<file path="src/rtl/wb_pkg.sv">
// Shared types and width helpers for the multi-lane write-back stage.
// Latency: none (declarations only).
// Backpressure: none (declarations only).
package wb_pkg;
    localparam int WB_REG_W  = 5;
    localparam int WB_DATA_W = 32;
    localparam int REG_ZERO  = 0;

    // One buffered register-file write at the default widths.
    typedef struct packed {
        logic [WB_REG_W-1:0]  rd;
        logic [WB_DATA_W-1:0] data;
    } wb_entry_t;

    function automatic int ptr_w(input int depth);
        return (depth > 1) ? $clog2(depth) : 1;
    endfunction

    function automatic int cnt_w(input int depth);
        return ptr_w(depth) + 1;
    endfunction
endpackage

</file>
<file path="src/rtl/wb_multi_lane_if.sv">
// Bundle of retiring-lane inputs and register-file write-port outputs.
// Latency: none (wiring only).
// Backpressure: in_ready is driven by the stage, the upstream holds inputs while it is low.
interface wb_multi_lane_if
    import wb_pkg::*;
#(
    parameter int LANES    = 2,
    parameter int WR_PORTS = 1,
    parameter int DEPTH    = 8,
    parameter int DATA_W   = 32,
    parameter int REG_W    = 5
) ();
    logic [LANES-1:0]          in_valid;
    logic [LANES-1:0]          in_mem_to_reg;
    logic [LANES*DATA_W-1:0]   in_alu_result;
    logic [LANES*DATA_W-1:0]   in_mem_data;
    logic [LANES*REG_W-1:0]    in_write_reg;
    logic                      in_ready;
    logic [WR_PORTS-1:0]       wb_valid_OUT;
    logic [WR_PORTS*REG_W-1:0] wb_reg_OUT;
    logic [WR_PORTS*DATA_W-1:0] wb_data_OUT;
    logic [cnt_w(DEPTH)-1:0]   occupancy_OUT;

    modport master (
        output in_valid, in_mem_to_reg, in_alu_result, in_mem_data, in_write_reg,
        input  in_ready, wb_valid_OUT, wb_reg_OUT, wb_data_OUT, occupancy_OUT
    );

    modport slave (
        input  in_valid, in_mem_to_reg, in_alu_result, in_mem_data, in_write_reg,
        output in_ready, wb_valid_OUT, wb_reg_OUT, wb_data_OUT, occupancy_OUT
    );
endinterface

</file>
<file path="src/rtl/wb_fifo.sv">
// Circular buffer taking up to PUSH compacted entries and releasing up to POP per cycle.
// Latency: an entry pushed at an edge is poppable from the next edge.
// Backpressure: none internally; the caller only pushes when free space covers a full bundle.
module wb_fifo
    import wb_pkg::*;
#(
    parameter int W     = 37,
    parameter int PUSH  = 2,
    parameter int POP   = 1,
    parameter int DEPTH = 8
) (
    input  logic                    CLK,
    input  logic                    RESET,
    input  logic [cnt_w(DEPTH)-1:0] push_cnt,
    input  logic [W-1:0]            push_dat [PUSH],
    output logic [W-1:0]            pop_dat  [POP],
    output logic [cnt_w(DEPTH)-1:0] pop_cnt,
    output logic [cnt_w(DEPTH)-1:0] count,
    output logic [cnt_w(DEPTH)-1:0] count_next
);
    localparam int PTR_W = ptr_w(DEPTH);
    localparam int CNT_W = cnt_w(DEPTH);

    logic [W-1:0]     mem [DEPTH];
    logic [PTR_W-1:0] head;
    logic [PTR_W-1:0] tail;

    // Pop as many as are buffered, up to the port count; new pushes only land after this edge.
    always_comb begin
        pop_cnt    = (count < CNT_W'(POP)) ? count : CNT_W'(POP);
        count_next = count - pop_cnt + push_cnt;
        for (int p = 0; p < POP; p++) begin
            pop_dat[p] = mem[head + PTR_W'(p)];
        end
    end

    // Storage writes at consecutive slots from tail; no reset needed for payload.
    always_ff @(posedge CLK) begin
        for (int i = 0; i < PUSH; i++) begin
            if (CNT_W'(i) < push_cnt) begin
                mem[tail + PTR_W'(i)] <= push_dat[i];
            end
        end
    end

    // Pointer and count update; pointers wrap naturally because DEPTH is a power of two.
    always_ff @(posedge CLK or posedge RESET) begin
        if (RESET) begin
            head  <= '0;
            tail  <= '0;
            count <= '0;
        end else begin
            head  <= head + PTR_W'(pop_cnt);
            tail  <= tail + PTR_W'(push_cnt);
            count <= count_next;
        end
    end
endmodule

</file>
<file path="src/rtl/wb_multi_lane.sv">
// Multi-lane write-back: selects result per lane, drops r0 writes, buffers in order, drains onto write ports.
// Latency: a result accepted at one edge reaches the write ports after the following edge at the earliest.
// Backpressure: in_ready low whenever free space is below a full LANES bundle; inputs are ignored then.
module wb_multi_lane
    import wb_pkg::*;
#(
    parameter int LANES    = 2,
    parameter int WR_PORTS = 1,
    parameter int DEPTH    = 8,
    parameter int DATA_W   = 32,
    parameter int REG_W    = 5
) (
    input  logic           CLK,
    input  logic           RESET,
    wb_multi_lane_if.slave bus
);
    localparam int CNT_W = cnt_w(DEPTH);
    localparam int ENT_W = REG_W + DATA_W;

    typedef struct packed {
        logic [REG_W-1:0]  rd;
        logic [DATA_W-1:0] data;
    } entry_t;

    entry_t             lane_ent [LANES];
    logic [LANES-1:0]   keep;
    logic [CNT_W-1:0]   slot     [LANES];
    logic [CNT_W-1:0]   kept_cnt;
    logic [CNT_W-1:0]   push_cnt;
    logic [CNT_W-1:0]   pop_cnt;
    logic [CNT_W-1:0]   count;
    logic [CNT_W-1:0]   count_next;
    logic [ENT_W-1:0]   push_dat [LANES];
    logic [ENT_W-1:0]   pop_dat  [WR_PORTS];
    entry_t             head_ent [WR_PORTS];
    logic [WR_PORTS-1:0] port_live;

    // Per-lane source select and zero-register filter.
    always_comb begin
        for (int i = 0; i < LANES; i++) begin
            lane_ent[i].rd   = bus.in_write_reg[i*REG_W +: REG_W];
            lane_ent[i].data = bus.in_mem_to_reg[i] ? bus.in_mem_data[i*DATA_W +: DATA_W]
                                                    : bus.in_alu_result[i*DATA_W +: DATA_W];
            keep[i]          = bus.in_valid[i] && (lane_ent[i].rd != REG_W'(REG_ZERO));
        end
    end

    // Compact surviving lanes into consecutive push slots, preserving lane (program) order.
    always_comb begin
        kept_cnt = '0;
        for (int i = 0; i < LANES; i++) begin
            slot[i] = kept_cnt;
            if (keep[i]) kept_cnt = kept_cnt + CNT_W'(1);
        end
        for (int j = 0; j < LANES; j++) begin
            push_dat[j] = '0;
            for (int i = 0; i < LANES; i++) begin
                if (keep[i] && slot[i] == CNT_W'(j)) push_dat[j] = lane_ent[i];
            end
        end
    end

    // Space check uses the registered count only, so a drain this cycle gives no extra credit.
    assign bus.in_ready = (CNT_W'(DEPTH) - count) >= CNT_W'(LANES);
    assign push_cnt     = bus.in_ready ? kept_cnt : '0;

    wb_fifo #(
        .W     (ENT_W),
        .PUSH  (LANES),
        .POP   (WR_PORTS),
        .DEPTH (DEPTH)
    ) u_fifo (
        .CLK        (CLK),
        .RESET      (RESET),
        .push_cnt   (push_cnt),
        .push_dat   (push_dat),
        .pop_dat    (pop_dat),
        .pop_cnt    (pop_cnt),
        .count      (count),
        .count_next (count_next)
    );

    // Coalesce same-register writes within one drain group: the youngest port wins.
    always_comb begin
        for (int p = 0; p < WR_PORTS; p++) begin
            head_ent[p] = entry_t'(pop_dat[p]);
        end
        for (int p = 0; p < WR_PORTS; p++) begin
            port_live[p] = CNT_W'(p) < pop_cnt;
            for (int q = p + 1; q < WR_PORTS; q++) begin
                if (CNT_W'(q) < pop_cnt && head_ent[q].rd == head_ent[p].rd) port_live[p] = 1'b0;
            end
        end
    end

    // Registered write ports; idle ports drop valid but keep their last reg/data.
    always_ff @(posedge CLK or posedge RESET) begin
        if (RESET) begin
            bus.wb_valid_OUT  <= '0;
            bus.wb_reg_OUT    <= '0;
            bus.wb_data_OUT   <= '0;
            bus.occupancy_OUT <= '0;
        end else begin
            bus.occupancy_OUT <= count_next;
            for (int p = 0; p < WR_PORTS; p++) begin
                bus.wb_valid_OUT[p] <= port_live[p];
                if (CNT_W'(p) < pop_cnt) begin
                    bus.wb_reg_OUT[p*REG_W +: REG_W]    <= head_ent[p].rd;
                    bus.wb_data_OUT[p*DATA_W +: DATA_W] <= head_ent[p].data;
                end
            end
        end
    end
endmodule
</file>
<file path="src/flat_wrapper.sv">
// flat-port wrapper written by rule: the top's interface ports become plain ports
module wb_multi_lane_flat import wb_pkg::*;
#(
    parameter int LANES    = 2,
    parameter int WR_PORTS = 1,
    parameter int DEPTH    = 8,
    parameter int DATA_W   = 32,
    parameter int REG_W    = 5
)
  (CLK, RESET, bus_in_valid, bus_in_mem_to_reg, bus_in_alu_result, bus_in_mem_data, bus_in_write_reg, bus_in_ready, bus_wb_valid_OUT, bus_wb_reg_OUT, bus_wb_data_OUT, bus_occupancy_OUT);
  wb_multi_lane_if #(.LANES(LANES), .WR_PORTS(WR_PORTS), .DEPTH(DEPTH), .DATA_W(DATA_W), .REG_W(REG_W)) bus_i ();
  input  logic CLK;
  input  logic RESET;
  input wire logic [$bits(bus_i.in_valid)-1:0] bus_in_valid;
  input wire logic [$bits(bus_i.in_mem_to_reg)-1:0] bus_in_mem_to_reg;
  input wire logic [$bits(bus_i.in_alu_result)-1:0] bus_in_alu_result;
  input wire logic [$bits(bus_i.in_mem_data)-1:0] bus_in_mem_data;
  input wire logic [$bits(bus_i.in_write_reg)-1:0] bus_in_write_reg;
  output wire logic [$bits(bus_i.in_ready)-1:0] bus_in_ready;
  output wire logic [$bits(bus_i.wb_valid_OUT)-1:0] bus_wb_valid_OUT;
  output wire logic [$bits(bus_i.wb_reg_OUT)-1:0] bus_wb_reg_OUT;
  output wire logic [$bits(bus_i.wb_data_OUT)-1:0] bus_wb_data_OUT;
  output wire logic [$bits(bus_i.occupancy_OUT)-1:0] bus_occupancy_OUT;
  assign bus_i.in_valid = bus_in_valid;
  assign bus_i.in_mem_to_reg = bus_in_mem_to_reg;
  assign bus_i.in_alu_result = bus_in_alu_result;
  assign bus_i.in_mem_data = bus_in_mem_data;
  assign bus_i.in_write_reg = bus_in_write_reg;
  assign bus_in_ready = bus_i.in_ready;
  assign bus_wb_valid_OUT = bus_i.wb_valid_OUT;
  assign bus_wb_reg_OUT = bus_i.wb_reg_OUT;
  assign bus_wb_data_OUT = bus_i.wb_data_OUT;
  assign bus_occupancy_OUT = bus_i.occupancy_OUT;
  wb_multi_lane #(.LANES(LANES), .WR_PORTS(WR_PORTS), .DEPTH(DEPTH), .DATA_W(DATA_W), .REG_W(REG_W)) u_core (.CLK(CLK), .RESET(RESET), .bus(bus_i));
endmodule
</file>
<file path="config.mk">
export PLATFORM = sky130hd
export DESIGN_NAME = wb_multi_lane_flat
export DESIGN_NICKNAME = d
export VERILOG_FILES = /design/src/rtl/wb_pkg.sv /design/src/rtl/wb_multi_lane_if.sv /design/src/rtl/wb_fifo.sv /design/src/rtl/wb_multi_lane.sv /design/src/flat_wrapper.sv
export SDC_FILE = /design/constraint.sdc
export NUM_CORES = 1
export LEC_CHECK = 0
export CAP_MARGIN = 15
export CORE_MARGIN = 10
export CORE_UTILIZATION = 40
export CTS_BUF_LIST = sky130_fd_sc_hd__clkbuf_4
export CTS_CLUSTER_SIZE = 16
export DETAILED_ROUTE_END_ITERATION = 8
export PLACE_DENSITY = 0.73
export REMOVE_ABC_BUFFERS = 1
export SYNTH_ARGS = -nofsm -noshare
export SYNTH_HDL_FRONTEND = slang
export SYNTH_SLANG_ARGS = --single-unit
</file>
<file path="constraint.sdc">
create_clock -name CLK -period 4.4 [get_ports CLK]
set_clock_uncertainty 0.1 [all_clocks]
set_input_delay 0.44 -clock CLK [delete_from_list [all_inputs] [get_ports CLK]]
set_output_delay 0.44 -clock CLK [all_outputs]
set_load 0.1 [all_outputs]
</file>
Word level (Yosys, flattened, before mapping)
Memory sizes are Yosys's and may differ from the RTL's. A register that Yosys moved wholly into a read port is not among the register bits.
Index checks and enable logic that the tools add are counted.
W data, S select, Z words.
{"block": "classes", "n_addsub": 7, "n_lt_le_gt_ge": 5, "eq_ne": 1, "muxes": 13, "reduce_logical": 7}
{"operator": "$mux W37", "count": 3}
{"operator": "$mux W32", "count": 2}
{"operator": "$lt A1 B4 Y1 const A", "count": 3}
{"operator": "$mux W4", "count": 3}
{"operator": "$reduce_bool A5 Y1", "count": 2}
{"operator": "$add A3 B3 Y3", "count": 2}
{"operator": "$mux W1", "count": 5}
{"operator": "$add A4 B4 Y4", "count": 1}
{"operator": "$ge A4 B2 Y1 const B", "count": 1}
{"operator": "$logic_and A1 B1 Y1", "count": 4}
{"operator": "$logic_not A4 Y1", "count": 1}
{"operator": "$lt A4 B1 Y1 const B", "count": 1}
{"operator": "$sub A4 B4 Y4", "count": 1}
{"operator": "$sub A4 B4 Y4 const A", "count": 1}
{"operator": "$add A3 B1 Y3 const B", "count": 1}
{"operator": "$add A1 B1 Y2 const B", "count": 1}
{"operator": "$eq A1 B1 Y1 const B", "count": 1}
{"block": "word_totals", "register_bits": 11, "mem_bits_rw": 296, "input_bits": 144, "out_inout_bits": 43, "word_cells": 38, "n_memories": 1}
{"memory": "u_core.u_fifo.mem", "depth": 8, "width": 37, "read_ports": 1, "rd_clocked_by_memory_dff": 1, "wr": 2, "line_no": "wb_fifo.sv:24", "text": "logic [W-1:0] mem [DEPTH];"}

Logic depth before layout (Yosys ltp)
{"block": "logic_depth", "ltp_word": 9, "mapped_depth": 13, "ltp_nobuf": 12}

By module
A second synthesis with hierarchy kept.
{"block": "unflattened", "hier_cells": 1136, "hier_area_um2": 18526.5}
{"module": "wb_fifo", "instances": 1, "cells_each": 834, "area_each_um2": 15464.8, "seq_area_each_um2": 9138.8}
{"module": "wb_multi_lane", "instances": 1, "cells_each": 302, "area_each_um2": 3061.7, "seq_area_each_um2": 1051.0}

Least setup slack after synthesis
Ideal clock, no wire load.
{"block": "synth_path", "path_kind": "reg-to-reg", "startpoint": "register, netlist name u_core.bus.occupancy_OUT[0]", "endpoint": "memory u_core.u_fifo.mem[6][0], enable pin", "t_arrival_ns": 5.124, "required_time_ns": 3.813, "path_slack_ns": -1.311, "path_stages_with_launch": 8, "n_path_buf": 1, "synth_period_minus_slack_ns": 5.711, "path_cell_list": "dfrtp_1 -> inv_1 -> ha_1 -> xor2_1 -> nand4b_1 -> buf_4 -> nand2_1 -> o31ai_1"}
{"element": "to (decl)", "line_no": "wb_fifo.sv:24"}

==> flow_summary.yaml <==
route:
  num_vias: 11400
  drtPass1Iterations: 6
  drtAntennaViolNets: 0
  drt-vias-per-instance: 5.53
  drc: 0
  drt_wl_total_um: 49000
  drtIter0Drc: 892
  wl_per_cell_um: 23.7
power_and_ir_drop:
  leakage_uw: 0.00956
  power_uw: 14700
  peakVddDrop_uv: 475
  pwr_density_cell_mw_per_mm2: 675
global_routing:
  antenna_found_initial: 1
  grt_pass1_vias: 12300
  grt_max_degree: 43
  grt-ovfl-total: 0
  grt_pass1_wl_um: 74000
  grt_usage: 0.181
worst_setup_path:
  worstPathRequired_ns: 4.72
  crit_type: "flip-flop to flip-flop"
  crit_fanout: 20
  ff2ff_setup_slack_ns: 1.09
  r2r_cells: 6
  rr_startpoint: "u_core.bus.occupancy_OUT[1]"
  arrival_ns: 3.64
  critPathMaxStageDelay_ns: 0.77
  cp_cell_sequence: "nor4_4 -> nand4b_1 -> buf_4 -> nand2b_1 -> o21ai_4 -> buf_12"
  timing.rr.end: "u_core.u_fifo.mem[1][18]"
  slowest_stage: "o21ai_4"
  cp-end-kind: "flip-flop"
  start_kind: "flip-flop"
layout:
  utilization: 0.494
  final_common_cell: "edfxtp_1"
  layout-drive-gt1-share: 0.257
  final_cell_mix: "edfxtp_1, mux2i_1, clkdlybuf4s50_1"
  stdcell_count: 2066
  stdcell_area_mm2: 0.0217
  final_nets: 1556
  area_delta_synth_final_pct: 22.6
clocking:
  cts_tree: "yes"
  cts-root-buf: "clkbuf_4"
  clock_sinks: 344
  cts_resized: 0
  numCtsBuffers: 93
  post_cts_buffers: 0
  cts_buffer_depth: 3
  clk_latency_ns: 0.76
  cts-hold-fix-buffers: 1
  path_clk_slew_ns: 0.06
  htreeDepth: 3
timing:
  timing.fmax_ghz: 0.302
  period_share: 0.753
  rsz0062_at_grt: "no"
  worst_pin_slew_ns: 1.11
  hold_violations: 0
  whs_ns: 0.433
  fin_crit_ns: 3.31
  max_slew_margin: 0.258
  slew_violations: 0
  setup_viol: 0
placed_design:
  place_hpwl_um: 30500
  io_buffers: 186
  globalplace.congestion: 0.772
  dpl.cell_count: 1891
  dpl_cell_area_mm2: 0.0205
hold_path:
  min_from: "u_core.bus.wb_reg_OUT[1]"
  min_path_cells: 2
  hold_end: "u_core.bus.wb_reg_OUT[1]"
  min_path_type: "flip-flop to flip-flop"
logic_synthesis:
  yosys_warnings: 0
  ys_types: 38
  synth_cells: 1155
  synthFlopType: "edfxtp_1"
  ys_seq_elements: 344
  synthesis.area_mm2: 0.0177
  synth_edf_count: 296
  ys_seq_area_frac: 0.569
  async_flop_share: 0.140
  syn_area_per_cell_um2: 15.4
floorplanning:
  initial_utilization: 0.403
  num_rows: 77
  io_pins: 187
  fp.dieW_um: 231
  die_height_um: 231
  dieArea_mm2: 0.0532
  fp.coreArea_mm2: 0.0440
run:
  drv_cap: 0
run_status:
  status: "finished, final reports clean"
## cell type report
type / instances / area [um2]
Fill cell: 3791 / 22300
Sequential cell: 344 / 10100
Multi-Input combinational cell: 641 / 7100
Timing Repair Buffer: 232 / 2270
Clock buffer: 147 / 1100
Tap cell: 592 / 741
Inverter: 83 / 312
Clock inverter: 26 / 108
Antenna cell: 1 / 2.50
## cells by family (layout without fill, tap and decap cells)
kind of cell | Yosys count | after routing | share of synthesized area
mux | 434 | 434 | 0.302
flops | 344 | 344 | 0.569
buf+inv | 170 | 488 | 0.0419
compound gates | 129 | 129 | 0.0542
simple gates | 52 | 52 | 0.0149
fa+ha+maj | 17 | 17 | 0.0133
xor+xnor | 9 | 9 | 0.00445
other cells | 0 | 1 | 0
## where the power goes
part / internal [uW] / total, uW / switching [uW]
Clock: 1520 / 2860 / 1340
Sequential: 4840 / 5420 / 576
Combinational: 2300 / 6400 / 4100
Total: 8660 / 14700 / 6010
## cell usage after synthesis (2+ instances only)
cell type | instances | area, um2
nor2b_1 | 4 | 25.0
ha_1 | 14 | 175
and2_1 | 2 | 12.5
dfrtp_1 | 48 | 1200
buf_4 | 7 | 52.6
buf_2 | 27 | 135
edfxtp_1 | 296 | 8890
mux2i_1 | 288 | 2880
buf_6 | 6 | 67.6
a32oi_1 | 21 | 184
buf_1 | 8 | 30.0
nand3_1 | 5 | 25.0
a31oi_1 | 4 | 25.0
xnor2_1 | 4 | 35.0
a22oi_1 | 37 | 278
nand4_1 | 4 | 25.0
nor2_1 | 6 | 22.5
o31ai_1 | 2 | 15.0
a32oi_2 | 11 | 179
o21ai_0 | 49 | 245
a21o_1 | 2 | 15.0
fa_1 | 3 | 60.1
mux4_2 | 74 | 1670
nand2b_1 | 3 | 18.8
mux2_2 | 66 | 743
clkbuf_1 | 39 | 146
xor2_1 | 5 | 43.8
inv_1 | 83 | 312
mux2_1 | 6 | 67.6
nand2_1 | 23 | 86.3
## worst max path at each step
stage	startpoint	end	cells after the start
3_5_place_dp	bus_in_write_reg[8]	u_core.u_fifo.mem[1][6]	9
6_report	u_core.bus.occupancy_OUT[1]	u_core.u_fifo.mem[1][18]	6
3_3_place_gp	bus_in_write_reg[5]	u_core.u_fifo.mem[1][21]	9
2_1_floorplan	u_core.bus.occupancy_OUT[0]	u_core.u_fifo.mem[3][0]	6
5_1_grt	u_core.bus.occupancy_OUT[1]	u_core.u_fifo.mem[1][10]	6
4_1_cts	u_core.bus.occupancy_OUT[1]	u_core.u_fifo.mem[1][18]	6
## layer usage
layer	wire, um	share of wire	global-route usage
met3	3930	0.080	0.0389
met1	20500	0.42	0.237
met5	0	0	0
met2	23700	0.48	0.298
met4	886	0.018	0.0559
## metrics by stage
stage               setup slack (ns)  setup TNS, ns
floorplan                      -3.40       -1252.31
global placement               0.503              0
detailed placement             0.465              0
CTS                             1.08              0
global route                   0.942              0
finish                          1.09              0
## state kept, by name (all words and copies together) (netlist names)
signal and count:
u_core.u_fifo.mem 296, u_core.bus.wb_data_OUT 32, u_core.bus.wb_reg_OUT 5, u_core.bus.occupancy_OUT 4, u_core.u_fifo.head 3, u_core.u_fifo.tail 3
u_core.bus.wb_valid_OUT 1
## worst max-delay path: cells and delay by family, from the launching register on
family | cells | cell delay (ns)
AND/OR/NAND/NOR | 3 | 1.13
buffers and inverters | 2 | 0.52
flip-flops | 1 | 0.48
AO/OA/AOI/OAI | 1 | 0.77
Power figures use the tool's default switching activity.
